==> src/rtl/fetch_queue_pkg.sv <==
// Shared pipeline definitions for fetch, decode and hazard logic.
package fetch_queue_pkg;

  localparam logic [31:0] NOP          = 32'h0000_0000;
  localparam int          PC_W         = 32;
  localparam int          PC_STEP_DEF  = 4;
  localparam logic [31:0] RESET_PC_DEF = 32'h0000_0000;
  localparam int          INSTR_W_DEF  = 32;

endpackage

==> src/rtl/fq_storage.sv <==
// Prefetch entry array: one write port, asynchronous read port.
module fq_storage #(
  parameter int DEPTH = 4,
  parameter int W     = 64,
  parameter int PTR_W = 2
) (
  input  logic             clk,
  input  logic             rst_n,
  input  logic             we_i,
  input  logic [PTR_W-1:0] wr_ptr_i,
  input  logic [W-1:0]     wdata_i,
  input  logic [PTR_W-1:0] rd_ptr_i,
  output logic [W-1:0]     rdata_o
);

  logic [W-1:0] mem_q [DEPTH];

  always_ff @(posedge clk or negedge rst_n) begin
    if (!rst_n) begin
      for (int i = 0; i < DEPTH; i++) begin
        mem_q[i] <= '0;
      end
    end else if (we_i) begin
      mem_q[wr_ptr_i] <= wdata_i;
    end
  end

  assign rdata_o = mem_q[rd_ptr_i];

endmodule

==> src/rtl/fetch_queue.sv <==
// Instruction fetch front end: fetch PC, prefetch queue and IF/ID head.
module fetch_queue
  import fetch_queue_pkg::*;
#(
  parameter int          ADDR_W   = 8,
  parameter int          DATA_W   = INSTR_W_DEF,
  parameter int          DEPTH    = 4,
  parameter int          PC_STEP  = PC_STEP_DEF,
  parameter logic [31:0] RESET_PC = RESET_PC_DEF
) (
  input  logic                     clk,
  input  logic                     reset,
  input  logic                     fetch_en,
  output logic [ADDR_W-1:0]        imem_addr,
  input  logic [DATA_W-1:0]        imem_data,
  input  logic                     redirect,
  input  logic [31:0]              redirect_pc,
  output logic                     id_valid,
  input  logic                     id_ready,
  output logic [DATA_W-1:0]        id_instr,
  output logic [31:0]              id_pc,
  output logic [31:0]              id_npc,
  output logic [$clog2(DEPTH):0]   count,
  output logic                     full,
  output logic                     empty
);

  localparam int PTR_W = $clog2(DEPTH);
  localparam int CNT_W = PTR_W + 1;
  localparam int EW    = DATA_W + PC_W;

  logic [31:0]      fpc_q, fpc_d;
  logic [PTR_W-1:0] wr_q, wr_d;
  logic [PTR_W-1:0] rd_q, rd_d;
  logic [CNT_W-1:0] cnt_q, cnt_d;
  logic             enq, deq;
  logic [EW-1:0]    rdata;

  assign full  = cnt_q == CNT_W'(DEPTH);
  assign empty = cnt_q == '0;
  assign count = cnt_q;

  assign deq = id_valid & id_ready & ~redirect;
  assign enq = fetch_en & ~redirect & (~full | deq);

  assign imem_addr = fpc_q[ADDR_W-1:0];

  assign id_valid = ~empty;
  assign id_pc    = rdata[PC_W-1:0];
  assign id_instr = empty ? DATA_W'(NOP) : rdata[EW-1:PC_W];
  assign id_npc   = id_pc + 32'(PC_STEP);

  fq_storage #(
    .DEPTH (DEPTH),
    .W     (EW),
    .PTR_W (PTR_W)
  ) u_storage (
    .clk      (clk),
    .rst_n    (reset),
    .we_i     (enq),
    .wr_ptr_i (wr_q),
    .wdata_i  ({imem_data, fpc_q}),
    .rd_ptr_i (rd_q),
    .rdata_o  (rdata)
  );

  always_comb begin
    fpc_d = fpc_q;
    wr_d  = wr_q;
    rd_d  = rd_q;
    cnt_d = cnt_q;
    if (redirect) begin
      fpc_d = redirect_pc;
      wr_d  = '0;
      rd_d  = '0;
      cnt_d = '0;
    end else begin
      if (enq) begin
        wr_d  = wr_q + PTR_W'(1);
        fpc_d = fpc_q + 32'(PC_STEP);
      end
      if (deq) begin
        rd_d = rd_q + PTR_W'(1);
      end
      // simultaneous enq and deq leaves occupancy unchanged
      if (enq && !deq) begin
        cnt_d = cnt_q + CNT_W'(1);
      end else if (!enq && deq) begin
        cnt_d = cnt_q - CNT_W'(1);
      end
    end
  end

  always_ff @(posedge clk or negedge reset) begin
    if (!reset) begin
      fpc_q <= RESET_PC;
      wr_q  <= '0;
      rd_q  <= '0;
      cnt_q <= '0;
    end else begin
      fpc_q <= fpc_d;
      wr_q  <= wr_d;
      rd_q  <= rd_d;
      cnt_q <= cnt_d;
    end
  end

endmodule

==> config.mk <==
export PLATFORM = sky130hd
export DESIGN_NAME = fetch_queue
export DESIGN_NICKNAME = d
export VERILOG_FILES = /design/src/rtl/fetch_queue_pkg.sv /design/src/rtl/fq_storage.sv /design/src/rtl/fetch_queue.sv
export SDC_FILE = /design/constraint.sdc
export NUM_CORES = 1
export LEC_CHECK = 0
export CORE_ASPECT_RATIO = 1.5
export CORE_MARGIN = 8
export CORE_UTILIZATION = 52
export DETAILED_ROUTE_END_ITERATION = 16
export PLACE_DENSITY = 0.84
export SETUP_SLACK_MARGIN = 0.02
export SLEW_MARGIN = 20
export SYNTH_ARGS = -nofsm -noshare
export SYNTH_HDL_FRONTEND = slang
export SYNTH_SLANG_ARGS = --single-unit
==> constraint.sdc <==
create_clock -name clk -period 7.14 [get_ports clk]
set_clock_uncertainty 0.05 [all_clocks]
set_input_delay 0.714 -clock clk [delete_from_list [all_inputs] [get_ports clk]]
set_output_delay 0.714 -clock clk [all_outputs]
set_load 0.005 [all_outputs]
==> summary.txt, run 1 <==
Synth
  – Yosys top cell area share: between 50% and 60%
  – Yosys warning total: 0
  – Synth cell count leaders: 295 x dfrtp_1, 234 x mux2_2, 63 x mux4_2
  – Synth Area per Inst: 14.14 um^2
  – Fraction of registers with async set/reset: 100.0%
  – Ranking of synthesized cells by area: dfrtp_1 51%, mux2_2 18%, mux4_2 9.8%
  – Number of synthesized flops with an enable pin: 0
  – Synth Flop Type: dfrtp_1
  – Sequential share of the synthesized area: around 51%
  – Mapped Nets: 1098
  – Post-synth cell types: between 50 and 60
  – Most instantiated library cell after synthesis: dfrtp_1
  – Post-synth design cell area: approximately 0.014 mm^2
  – Area leader, netlist: dfrtp_1
  – Post-Syn Instances: between 1000 and 1500
  – #FFs+latches synth: about 300

Status
  – Status: finished, final reports clean

Pwr
  – Worst-case vdd ir drop: 0.0002980 V
  – Leak pwr: between 7 and 8 nW
  – Pwr per Cell Area: 417.5 mW/mm^2
  – Tot Pwr: 7.178 mW

Finish
  – Share of cells above drive strength 1: 31.92%
  – FILL cells: 2011
  – Final Cell Area: about 0.017 mm^2
  – Layout overhead on the synthesized area: 18.99%
  – Layout Utilization: between 60% and 70%
  – Diode count: 0
  – Area of the multi-input gates: approximately 0.0064 mm^2
  – Non-Filler Instances: between 1500 and 2000
  – FF/Latch Area: about 0.0074 mm^2
  – # nets final: around 1200

Critical path
  – Critical Path RT: approximately 6.4 ns
  – Worst EP arrival: 3.63 ns
  – Crit Path Class: reg2out
  – Critical Path Sink Type: output pin
  – Critical path peak fanout: 38
  – Critical path launch point type: flip-flop

Floorplan
  – Core area: about 0.027 mm^2
  – # rows: 74
  – Initial Utilization: between 50 and 60%
  – Die Area: between 0.03 and 0.04 mm^2
  – Die height: 220.2 um
  – Die X: approximately 150 um
  – IO Pins: 179

STA
  – Least-Margin Pin Slew: 0.9239 ns
  – Post-route minimum period: between 4 and 5 ns
  – Max transition margin: about two fifths
  – Fin crit share: just over 60%
  – Final Hold Fails: 0
  – Final worst setup slack: around 2.7 ns
  – F_max: about 230 MHz
  – Total negative slack: 0 ns
  – Setup violations, final: 0
  – RSZ-0062 raised after global routing: false
  – Worst-case hold slack: 0.06766 ns
  – Final Slew Violations: 0

GRT
  – First-pass GRT wire length: between 50000 and 60000 um
  – Vias in the first global route: 9781
  – Pin count of the biggest net entering global routing: between 80 and 90
  – Total gr overflow: 0
  – Overall fraction of global-route tracks in use: around 20%
  – Initial antenna violation count: 2

Routing
  – Iter 0 DRT Violations: 493
  – DR WL/cell: 21.63 um
  – DRC Markers: 0
  – Via count: approximately 9000
  – Antenna-violating nets left: 0
  – Via density: between 5 and 6
  – Post-Route WL: about 33000 um
  – Drt first pass iters: 6

Hold path
  – Hold Path Class: in2async

Placed design
  – Dpl ws: between 3 and 4 ns
  – Detailed-placement wirelength estimate: 21540 um
  – Placed inst area: between 0.015 and 0.02 mm^2
  – Final GP Congestion: around 0.8
  – Port Buffer Count: 178
  – Placed cell count: between 1000 and 1500

Clocking
  – Clk_lat worst skew: approximately 0.54 ns
  – Sink Count: between 200 and 300
  – Postcts setup bufs: 0
  – CTS Buffer Depth: 3
  – Root buffer cell: clkbuf_16
  – Total CTS buffers: 28
  – Cts hold-fix bufs: 0
  – CTS clk-pin slew, worst paths: 0.06 ns
  – Clock H-tree levels: 1
  – CTS tree: done
  – Post-CTS Resized: 0

Job
  – Max-cap violations: 0
-- cells by family (layout without fill, tap and decap cells) --
group                      Yosys count  in the layout  share of synthesized area (%)
and+or+nand+nor                    198            198                          8.183
AOI/OAI and AO/OA                   39             39                          1.498
buffers and inverters               97            253                          4.555
muxes                              324            324                          30.26
adders and majority gates            7              7                         0.6581
DFF                                295            295                          51.09
xor gates and xnor gates            62             62                          3.758
-- power breakdown --
part	switching, mW	total [mW]	internal (mW)
combinational	1.03	2.80	1.77
clock	0.644	1.69	1.05
sequential	0.406	2.69	2.28
-- path summary, 6_finish.rpt --
kind,cells past startpoint,slack (ns),to,startpoint
max in group asynchronous,2,5.62,u_storage.mem_q[166],reset
min in group clk,1,0.44,u_storage.mem_q[71],u_storage.mem_q[71]
hold / removal,1,0.07,u_storage.mem_q[54],reset
setup / recovery,7,2.74,id_npc[14],rd_q[0]
setup reg to reg,9,4.08,count[1],count[0]
hold reg to reg,1,0.44,u_storage.mem_q[71],u_storage.mem_q[71]
-- cell type report --
class	instances	share of cell area (%)
Clock buffer	36	4.665
Tap cell	342	2.489
Multi-Input combinational cell	630	37.28
Sequential cell	295	42.97
Clock inverter	16	1.565
Timing Repair Buffer	185	10.69
Inverter	16	0.3493
-- routing by layer --
metal | up-vias | track usage (%) | share of wire, %
met5 | - | 0 | 0.082
met4 | 4 | 7.086 | 2.8
met2 | 228 | 35.76 | 52
li1 | 3942 | - | -
met3 | 53 | 4.257 | 5.5
met1 | 4565 | 23.49 | 40
-- layout by cell type, fill, tap and decap left out, types with 2 or more instances in the layout --
master / n
clkinv_2: 4
nand2_1: 53
mux4_2: 63
xor2_1: 11
dfrtp_1: 293
ha_1: 6
and3_1: 9
clkdlybuf4s50_1: 176
mux2_2: 234
bufinv_16: 7
nor2_1: 12
o21ai_1: 6
nand4_1: 19
inv_1: 16
and2_1: 35
a31oi_1: 2
a221oi_1: 2
nand2_8: 4
clkbuf_8: 5
clkbuf_1: 2
nor2_2: 2
nand3_1: 16
buf_4: 6
o21ai_0: 25
xnor2_1: 51
clkinvlp_4: 4
and4_1: 4
clkbuf_16: 29
nor3_1: 15
mux2_1: 25
nor4_1: 13
-- critical path: stages, from the launching register on --
cell and delay (ns):
dfrtp_4 0.95, mux4_2 0.44, ha_1 0.21, inv_1 0.12, nor3_4 0.44, and3_1 0.24, xor2_1 0.15, clkdlybuf4s50_1 0.51
-- registers in the layout, summed over array words and instances (netlist names) --
register         cells
u_storage.mem_q    256
fpc_q               32
count                3
rd_q                 2
wr_q                 2
No activity file was read; power rests on OpenSTA's default activity.
==> run 2: changes to the inputs <==
clock period = 4.4 ns   (was 7.14 ns; I/O delays follow)
==> run 2 against run 1 <==
Final cell count increased by 0.13%. Sequential share of layout area increased by 0.20 points. Register-to-register slack got worse by 2.7 ns. Clock-buffer cell count grew 4. Die area unchanged. Worst hold slack better by 0.35 ns. Wire length increased by 1.4%. Core utilization shrank 0.29 points. Critical path type unchanged. Critical endpoint unchanged.
==> summary.txt, run 2 (synthesized netlist as in run 1, its figures left out) <==
Status
  – Status: finished, final reports clean

STA
  – F_max: between 200 and 300 MHz
  – Post-route minimum period: about 4.0 ns
  – Least-Margin Pin Slew: 0.8209 ns (-0.1030 ns)
  – Final Slew Violations: 0 (unchanged)
  – Setup violations, final: 0 (unchanged)
  – Total negative slack: 0 ns (unchanged)
  – Final Hold Fails: 0 (unchanged)
  – Fin crit share: between 90% and 100%
  – RSZ-0062 raised after global routing: false
  – Max transition margin: 45.27% (+6.9 points)

Floorplan
  – Die X: 152.1 um (unchanged)
  – Core area: 0.02731 mm^2 (unchanged)
  – Die Area: 0.03349 mm^2 (unchanged)
  – Die height: 220.2 um (unchanged)
  – IO Pins: 179 (unchanged)
  – # rows: 74 (unchanged)
  – Initial Utilization: 52.90% (unchanged)

Critical path
  – Critical Path Sink Type: output pin
  – Reg2Reg Setup Slack: 1.34 ns (-2.74 ns)
  – Worst EP arrival: 3.50 ns (-0.13 ns)
  – Cell count of the worst reg-to-reg path: 9 (unchanged)
  – Critical Path RT: 3.91 ns (-2.47 ns)
  – Reg-to-Reg Start: count[0]
  – Crit Path Class: reg2out
  – Critical path peak fanout: 30 (-21%)
  – Reg2reg end: count[1]
  – Critical path launch point type: flip-flop

Pwr
  – Net switching power: 3.367 mW (+62%)
  – Worst-case vdd ir drop: 0.0004033 V (+35%)
  – Clock share of power: 21.6% (-2.0 points)
  – Seq pwr share: 38.2% (+0.8 points)
  – Pwr per Cell Area: 665.8 mW/mm^2 (+59%)
  – Gate power share: 40.2% (+1.2 points)
  – Sw frac: 29.55% (+0.64 points)
  – Leak pwr: 7.243 nW (-0.42%)
  – Power Internal: 8.027 mW (+57%)
  – Tot Pwr: 11.39 mW (+59%)

Routing
  – Via density: 5.890 (+1.8%)
  – Iter 0 DRT Violations: 438 (-11%)
  – DRC Markers: 0 (unchanged)
  – Drt first pass iters: 4 (-2)
  – Antenna-violating nets left: 0 (unchanged)
  – Post-Route WL: 33360 um (+1.4%)
  – Via count: 8965 (+2.0%)
  – DR WL/cell: 21.92 um (+1.3%)

GRT
  – First-pass GRT wire length: 53780 um (-0.19%)
  – Pin count of the biggest net entering global routing: 110 (+33%)
  – Vias in the first global route: 9885 (+1.1%)
  – Total gr overflow: 0 (unchanged)
  – Initial antenna violation count: 3 (+1)
  – Overall fraction of global-route tracks in use: 19.88% (-0.069 points)

Placed design
  – Port Buffer Count: 178 (unchanged)
  – Detailed-placement wirelength estimate: 21590 um (+0.22%)
  – Final GP Congestion: 0.7979 (-0.21%)

Clocking
  – CTS clk-pin slew, worst paths: 0.06 ns (about the same)
  – CTS tree: done
  – Clk_lat worst skew: 0.54 ns (about the same)
  – Total CTS buffers: 29 (+3.6%)
  – CTS Buffer Depth: 3 (unchanged)
  – Sink Count: 295 (unchanged)
  – Root buffer cell: clkbuf_16
  – Postcts setup bufs: 0 (unchanged)
  – Clock H-tree levels: 1 (unchanged)

Finish
  – Largest register FFs: 256 (unchanged)
  – # nets final: 1235 (+0.24%)
  – FILL cells: 1995 (-0.80%)
  – Commonest non-fill, non-tap cells in the layout: 293 x dfrtp_1, 234 x mux2_2, 176 x clkdlybuf4s50_1
  – Share of cells above drive strength 1: 31.69% (-0.22 points)
  – Diode count: 0 (unchanged)
  – Layout overhead on the synthesized area: 18.44%
  – Top reg by flops: u_storage.mem_q
  – Commonest non-fill, non-tap cell in the layout: dfrtp_1

Hold path
  – Hold Path Class: in2reg
  – Hold Path Cell Cnt: 3
  – Hold Path End: fpc_q[28]
  – Hold path startpoint: redirect_pc[28]

Job
  – Max-cap violations: 0 (unchanged)
run 2: power by group through the flow:
stage	combinational (mW)	sequential, mW	clock, mW
after floorplan	2.80	4.07	0
after global placement	4.56	4.30	0
after detailed placement	4.64	4.39	0
after CTS	4.67	4.34	2.51
after global routing	4.93	4.47	2.62
final	4.58	4.35	2.47
run 2: worst max-delay path, cell delays in order, from the launching register on:
cell and delay (ns):
dfrtp_4 0.86, mux4_2 0.65, ha_1 0.26, inv_1 0.19, nor3_4 0.12, and3_1 0.20
xor2_1 0.14, clkdlybuf4s50_1 0.52
run 2: how the worst max path moves through the flow:
stage          startpoint         end  slack (ns)  depth (start not counted)
5_1_grt           rd_q[0]  id_npc[14]        0.20                          7
6_report          rd_q[0]  id_npc[14]        0.41                          7
3_3_place_gp     id_ready    count[1]        0.85                         10
3_5_place_dp     id_ready    count[1]        0.76                         10
2_1_floorplan    id_ready    count[1]        1.55                         11
4_1_cts           rd_q[0]  id_npc[14]        0.35                          7
run 2: layout make-up:
type | instances | area [um^2] | area share (%)
clock buffer | 40 | 827.0 | 4.833
multi-input combinational | 630 | 6409 | 37.45
inverter | 16 | 60.06 | 0.3510
clock inverter | 12 | 125.1 | 0.7312
timing repair buffer | 187 | 1877 | 10.97
sequential | 295 | 7387 | 43.17
tap | 342 | 427.9 | 2.501
run 2: per-stage QoR:
stage / setup WS, ns / instance area [um^2] / utilization (%) / std cells / hold WS (ns)
6_report: 0.4101 / 17110 / 62.65 / 1522 / 0.4134
5_1_grt: 0.1952 / 17110 / 62.65 / 1522 / 0.4130
4_1_cts: 0.3469 / 17110 / 62.65 / 1522 / 0.3976
3_5_place_dp: 0.7623 / 16150 / 59.13 / 1469 / 0.4280
3_3_place_gp: 0.8453 / 16150 / 59.13 / 1469 / 0.4152
2_1_floorplan: 1.545 / 14450 / - / 1022 / 0.09441
run 2: what timing repair did:
| action | in CTS | in global routing |
|---|---|---|
| setup endpoints to repair | 0 | 0 |
| endpoints found under the hold margin | 106 | 0 |
| hold buffers | 1 | 0 |
| resized for setup | 0 | 0 |
run 2: metal layers:
metal	vias to the layer above	wire [um]	share of wire (%)	global-route usage [%]
li1	3953	-	-	-
met1	4676	13170	39	23.06
met2	262	17240	52	35.82
met3	68	1874	5.6	4.179
met4	6	1033	3.1	7.654
met5	-	35	0.10	0
